## src/rtl/fadd_res_fifo.sv

```systemverilog
// Result FIFO and issue-credit tracker behind the fixed-latency FP adder; optional FADD_RES_FIFO_FTZ_EN.
// Latency: a result captured in cycle t is presented in cycle t+1 (no same-cycle bypass).
// Backpressure: valid/ready on the read side; the adder cannot stall, so can_issue throttles issue.
module fadd_res_fifo #(
   parameter int N     = 32,
   parameter int E     = 8,
   parameter int DEPTH = 8,
   parameter int LAT   = 3
) (
   input  logic                    clk,
   input  logic                    rst,
   input  logic                    issue,
   input  logic                    in_val,
   input  logic [N-1:0]            in_data,
   output logic                    can_issue,
   output logic                    out_val,
   input  logic                    out_rdy,
   output logic [N-1:0]            out_data,
   output logic [$clog2(DEPTH):0]  count,
   output logic [1:0]              err
);

   localparam int AW = $clog2(DEPTH);
   localparam int CW = AW + 1;

   logic [N-1:0]  mem [DEPTH];
   logic [AW-1:0] wr_ptr;
   logic [AW-1:0] rd_ptr;
   logic [CW-1:0] inflight;
   logic [CW:0]   credit_sum;
   logic [N-1:0]  wr_dat;
   logic          full;
   logic          enq;
   logic          deq;
   logic          ovf;
   logic          orphan;

   assign full   = (count == CW'(DEPTH));
   assign deq    = out_val & out_rdy;
   // A full FIFO still accepts a beat when the head leaves in the same cycle.
   assign enq    = in_val & (~full | deq);
   assign ovf    = in_val & full & ~deq;
   assign orphan = in_val & (inflight == '0);

   assign out_val  = (count != '0);
   assign out_data = out_val ? mem[rd_ptr] : '0;

   // Stored entries plus results still inside the adder must leave room for one more.
   assign credit_sum = {1'b0, count} + {1'b0, inflight};
   assign can_issue  = (credit_sum < (CW+1)'(DEPTH));

`ifdef FADD_RES_FIFO_FTZ_EN
   assign wr_dat = (in_data[N-2:N-E-1] == '0) ? '0 : in_data;
`else
   assign wr_dat = in_data;
`endif

   always_ff @(posedge clk) begin
      if (enq) begin
         mem[wr_ptr] <= wr_dat;
      end
   end

   always_ff @(posedge clk) begin
      if (rst) begin
         wr_ptr   <= '0;
         rd_ptr   <= '0;
         count    <= '0;
         inflight <= '0;
         err      <= '0;
      end else begin
         if (enq) begin
            wr_ptr <= wr_ptr + 1'b1;
         end
         if (deq) begin
            rd_ptr <= rd_ptr + 1'b1;
         end
         case ({enq, deq})
            2'b10:   count <= count + 1'b1;
            2'b01:   count <= count - 1'b1;
            default: count <= count;
         endcase
         // An orphan result never drives the credit count below zero.
         if (issue & ~in_val) begin
            inflight <= inflight + 1'b1;
         end else if (~issue & in_val & ~orphan) begin
            inflight <= inflight - 1'b1;
         end
         if (ovf) begin
            err[0] <= 1'b1;
         end
         if (orphan) begin
            err[1] <= 1'b1;
         end
      end
   end

   always_ff @(posedge clk) begin
      if (!rst) begin
         assert (int'(inflight) <= LAT);
         assert (E < N - 1);
         assert (DEPTH >= 4 && (DEPTH & (DEPTH - 1)) == 0);
      end
   end

endmodule

```

## config.mk

```make
export PLATFORM = sky130hd
export DESIGN_NAME = fadd_res_fifo
export DESIGN_NICKNAME = d
export VERILOG_FILES = /design/src/rtl/fadd_res_fifo.sv
export SDC_FILE = /design/constraint.sdc
export NUM_CORES = 1
export LEC_CHECK = 0
export ABC_AREA = 1
export CORE_MARGIN = 2
export CORE_UTILIZATION = 50
export CTS_BUF_LIST = sky130_fd_sc_hd__clkbuf_2 sky130_fd_sc_hd__clkbuf_4 sky130_fd_sc_hd__clkbuf_8
export CTS_CLUSTER_DIAMETER = 100
export DETAILED_ROUTE_END_ITERATION = 10
export PLACE_DENSITY_LB_ADDON = 0.1
export SETUP_SLACK_MARGIN = 0.4
export SLEW_MARGIN = 20
export SYNTH_ARGS = -nofsm -noshare
export SYNTH_HDL_FRONTEND = slang
export SYNTH_SLANG_ARGS = --single-unit
```

## constraint.sdc

```tcl
create_clock -name clk -period 2.55 [get_ports clk]
set_input_delay 0.3825 -clock clk [delete_from_list [all_inputs] [get_ports clk]]
set_output_delay 0.3825 -clock clk [all_outputs]
set_load 0.01 [all_outputs]
```

==> results of run 1 <==
cell usage in the layout, fill, tap and decap left out, types with 4 or more instances in the layout:
cell / instances
buf_12: 26
nor2_4: 22
buf_16: 21
o21ai_0: 50
o32ai_2: 20
ha_1: 7
clkbuf_4: 18
nor2_2: 22
nor2_1: 240
nand3_1: 10
buf_2: 32
clkbuf_8: 46
o32ai_1: 12
clkinv_1: 6
inv_1: 23
o21ai_2: 15
o21ai_1: 103
edfxtp_1: 256
clkinv_2: 8
clkdlybuf4s50_1: 42
dfxtp_1: 13
nand2_1: 29
a21oi_1: 11
dfxtp_4: 4
buf_6: 5
buf_4: 25
kinds of logic (layout without fill, tap and decap cells):
kind of cell             count (synthesis)  count (layout)  share of synthesized area (%)
adder cells (fa/ha/maj)                  9               9                          1.083
AND/OR/NAND/NOR                        332             332                          11.62
buffers and inverters                   79             267                          3.498
XOR/XNOR                                 2               2                         0.1580
flip-flops                             275             275                          72.77
AO/OA/AOI/OAI                          215             215                          10.87
sequential cells by signal (all words and copies together), names as in the netlist, named ones only:
| signal | cells |
|---|---|
| count | 4 |
| wr_ptr | 3 |
| err | 2 |
| rd_ptr | 3 |
| inflight | 4 |
| mem | 256 |
through the flow:
step,std cells,area (um^2),hold slack [ns]
after floorplan,912,11130,0.4331
after global placement,1254,12510,0.4468
after detailed placement,1254,12510,0.4477
after CTS,1375,14320,0.4687
after global routing,1380,14630,0.4874
final,1380,14630,0.4693
metal layers:
layer / track usage (%) / vias up / wire [um]
met4: 6.922 / 0 / 665
met2: 39.03 / 314 / 14230
met5: 0 / - / 0
li1: - / 3594 / -
met1: 34.21 / 3850 / 12440
met3: 4.310 / 56 / 2189
final timing paths:
kind             endpoint  slack, ns
min reg2reg        err[1]       0.47
max reg2reg    mem[2][13]       0.58
min                err[1]       0.47
max          out_data[18]       0.03
area by class of cell:
type                            count  share of cell area, %
Clock buffer                       64                  5.251
Clock inverter                     18                 0.8038
Inverter                           25                 0.8209
Multi-Input combinational cell    558                  21.14
Sequential cell                   275                  55.26
Tap cell                          280                  2.394
Timing Repair Buffer              159                  14.22
Timing Repair inverter              1                 0.1112
critical path, stage by stage (launching register included):
cell	delay (ns)
dfxtp_4	0.38
buf_12	0.15
clkinv_8	0.11
buf_16	0.16
buf_4	0.14
nor2_1	0.16
o32ai_2	0.12
nor2_1	0.14
nor2_2	0.07
buf_2	0.14
where the power goes:
| part | switching (mW) | total, mW | leakage (nW) | internal (mW) |
|---|---|---|---|---|
| Clock | 1.75 | 3.81 | 0.478 | 2.06 |
| Combinational | 2.22 | 4.09 | 2.25 | 1.87 |
| Sequential | 0.116 | 5.25 | 2.48 | 5.13 |
| Total | 4.08 | 13.1 | 5.21 | 9.06 |
what timing repair did:
| item | 4_1_cts | 5_1_grt |
|---|---|---|
| setup buffers | 18 | 2 |
| pin swaps | 52 | 54 |
| endpoints found under the setup margin | 34 | 34 |
| gates cloned | 21 | 3 |
| gates resized for setup | 301 | 73 |
==> impl_metrics.ini, run 1 <==
[status]
outcome = complete, no violations

[global_routing]
grt_pass1_vias = 7562
track_usage_pct = 24.21
antenna_found_initial = 0
grt_max_degree = 37
overflow = 0
grt_pass1_wl_mm = 43.50

[floorplanning]
dieArea_mm2 = 0.02338
die_h_um = 152.9
initial_core_util_pct = 50.80
dieWidth_um = 152.9
num_rows = 54
coreArea_mm2 = 0.02182
io_pins = 77

[cts]
clock_latency_ns = 0.56
cts.clk_slew.worst_paths_ns = 0.07
clockBufferDepth = 3
clkSinkCount = 275
cts_tree = built
cts_root_buffer = clkbuf_8
cts_hold_repair.buffers = 0
cts_buffers = 45
htree_levels = 2

[logic_synthesis]
syn_avg_cell_area_um2 = 12.16
synth-seq-cells = 275
synth_top_area_share_pct = 69.34
synth_cell_types = 30
synth_area_leaders = edfxtp_1 (69%), nor2_1 (9.6%), o21ai_0 (7.2%)
synth_top_flop_cell = edfxtp_1
synth_warnings = 0
yosysTopAreaCell = edfxtp_1
syn-num-nets = 958
syn_inst = 912
ys_seq_area_share_pct = 72.77
synth_enable_flop_cells = 256
synthesis.area_mm2 = 0.01109
synth_commonest_cells = nor2_1 (283), edfxtp_1 (256), o21ai_0 (160)
synthArstFlopShare_pct = 0
yosysMostFrequentCell = nor2_1

[finish]
antenna-diode-count = 0
drive_gt1_share_pct = 26.27
final_nets = 1111
nFillCells = 1605
syn2layout_area_growth_pct = 31.97
layout.area.seq_mm2 = 0.008085
final_core_util_pct = 67.05
multiInputGateArea_mm2 = 0.003093

[min_path]
hold_start = err[1]
hold_class = register to register
whs_path_depth = 2

[power_and_ir_drop]
peakVddDrop_uv = 683.5
power_density_mw_per_mm2 = 898.5
p_total_mw = 13.15
p_leak_nw = 5.208

[timing]
setup_viol = 0
rsz0062_at_grt = true
fin_skew_ns = 0.02832
fin_ws_ns = 0.02685
min_period_ns = 2.523
final.period_utilization_pct = 98.95
clock.fmax_mhz = 396.3
slew_headroom_pct = 74.75
hold_viol = 0
slew_viol_final = 0
tightest_slew_ns = 0.3776
fin_setup_tns_ns = 0

[detailed_routing]
drt_iter0_drc = 666
postRouteAntennaNets = 0
drt-total-wl_mm = 29.53
vias = 7814
drc = 0
drt_pass1_iterations = 5
via_per_inst = 5.662
route.detailed.wl_per_inst_um = 21.40

[setup_path]
crit_required_ns = 2.17
reg2reg_depth = 9
critPathArrivalTime_ns = 2.14
r2r-start = count[2]
start_kind = register
crit_fanout = 6
endpoint_kind = output port
worstSetupPathType = register to output port

[place]
place_congestion = 0.8194
dpl.hpwl_mm = 14.12
portBuffers = 76
pre_cts_ws_ns = 0.2384

[flow_run]
drv_cap = 0
(Power assumes the default switching activity.)
==> run 2, diff against run 1 <==
CTS_CLUSTER_SIZE = 28   (was not set)
GPL_TIMING_DRIVEN = 0   (was not set)
==> run 2 against run 1 <==
- register-to-register slack got worse by 0.02 ns
- core utilization decreased by 3.9 points
- cell area is 5.8% lower
- combinational power down 8.3%
==> impl_metrics.ini, run 2 (synthesis results as in run 1) <==
[detailed_routing]
drt_pass1_iterations = 4
drt-total-wl_mm = 27.64
via_per_inst = 5.559
vias = 7393
route.detailed.wl_per_inst_um = 20.78
drt_iter0_drc = 717
postRouteAntennaNets = 0
drc = 0

[timing]
min_period_ns = 2.428
worst_hold_slack_ns = 0.4776
fin_ws_ns = 0.1223
fin_setup_tns_ns = 0
clock.fmax_mhz = 411.9
slew_headroom_pct = 53.63
rsz0062_at_grt = true
fin_skew_ns = 0.01572
tightest_slew_ns = 0.6947
final.period_utilization_pct = 95.20
slew_viol_final = 0
setup_viol = 0
hold_viol = 0

[power_and_ir_drop]
peakVddDrop_uv = 573.3
power_density_mw_per_mm2 = 780.5
p_leak_nw = 4.800

[min_path]
hold_class = register to register
whs_path_depth = 2
hold_start = rd_ptr[2]

[setup_path]
r2r-start = count[2]
r2r-end = mem[1][24]
path_cells = buf_12 -> clkbuf_16 -> clkbuf_16 -> nor2_1 -> o32ai_1 -> nor2_1 -> nor2_1 -> buf_2
critPathArrivalTime_ns = 2.05
worstSetupPathType = register to output port
max_stage_delay_ns = 0.44
cp_slowest_cell = dfxtp_4
crit_top_cell = nor2_1
start_kind = register
crit_fanout = 6
endpoint_kind = output port
path_delay_family = buffers and inverters
critPathBufInv = 4
reg2reg_depth = 7
r2r_slack_ns = 0.56
crit_required_ns = 2.17

[floorplanning]
dieArea_mm2 = 0.02338
dieWidth_um = 152.9
initial_core_util_pct = 50.80
die_h_um = 152.9
io_pins = 77
coreArea_mm2 = 0.02182
num_rows = 54

[status]
outcome = complete, no violations

[global_routing]
antenna_found_initial = 0
grt_pass1_wl_mm = 40.71
grt_pass1_vias = 7035
overflow = 0
track_usage_pct = 22.49
grt_max_degree = 30

[cts]
cts_hold_repair.buffers = 0
cts.clk_slew.worst_paths_ns = 0.14
htree_levels = 1
cts_root_buffer = clkbuf_8
clockBufferDepth = 3
cts_buffers = 13
cts_tree = built
clkSinkCount = 275
clock_latency_ns = 0.54

[place]
place_congestion = 0.7759
portBuffers = 76
dpl.hpwl_mm = 15.59
pre_cts_ws_ns = -0.4637
place_area_mm2 = 0.01238

[finish]
final_common_cell = edfxtp_1
syn2layout_area_growth_pct = 24.25
drive_gt1_share_pct = 22.19
postLayoutCellArea_mm2 = 0.01378
antenna-diode-count = 0
final_nets = 1094
final_cell_mix = edfxtp_1 (256), nor2_1 (249), o21ai_0 (94)
largest_reg_flops = 256
final_core_util_pct = 63.12
regMostFlops = mem
top_regs = mem x256, count x4, inflight x4

[flow_run]
drv_cap = 0
run 2: routing by layer:
layer,share of wire (%),vias up,global-route usage (%)
met5,0,-,0
met4,1.7,0,4.586
met2,48,256,37.31
met3,6.1,28,2.580
li1,-,3514,-
met1,44,3595,32.62
run 2: report_power, final:
group	leakage, nW	switching [mW]	internal [mW]	total (mW)
sequential	2.49	0.103	5.13	5.23
clock	0.107	1.25	0.526	1.77
combinational	2.21	2.11	1.64	3.75
total	4.80	3.46	7.29	10.8
run 2: stage by stage:
stage                     instances  power [mW]
after floorplan                 912       6.977
final                          1330       10.75
after CTS                      1307       10.30
after detailed placement       1273       8.367
after global routing           1330       11.27
after global placement         1268       8.313
run 2: final cells by class:
| class | instances | area [um^2] |
|---|---|---|
| timing repair buffer | 118 | 1299 |
| tap | 280 | 350.3 |
| inverter | 25 | 96.34 |
| multi-input combinational | 561 | 3100 |
| fill | 1680 | 8048 |
| clock buffer | 16 | 201.4 |
| clock inverter | 1 | 7.507 |
| sequential | 275 | 8092 |
| buffer | 54 | 629.4 |
run 2: worst max-delay path by stage:
stage | startpoint | endpoint | slack, ns | depth (start not counted)
6_report | register | out_data[26] | 0.12 | 8
4_1_cts | register | out_data[24] | 0.03 | 8
3_3_place_gp | out_rdy | mem[0][16] | -1.16 | 7
5_1_grt | register | out_data[28] | 0.04 | 8
3_5_place_dp | out_rdy | mem[3][16] | -0.46 | 7
2_1_floorplan | count[1] | mem[0][0] | 0.28 | 6
run 2: timing repair:
action / in CTS / in global routing
endpoints found under the hold margin: 0 / 0
setup buffers: 12 / 14
cloned: 5 / 9
pin swaps: 30 / 85
setup endpoints to repair: 219 / 146
gates resized for setup: 254 / 173
run 2: worst register-to-register path: stages, from the launching register on:
cell	delay, ns
dfxtp_4	0.40
nor2_1	0.11
nand3_1	0.15
nand2_1	0.17
nor2_1	0.06
inv_1	0.51
nor2_4	0.10
buf_4	0.23
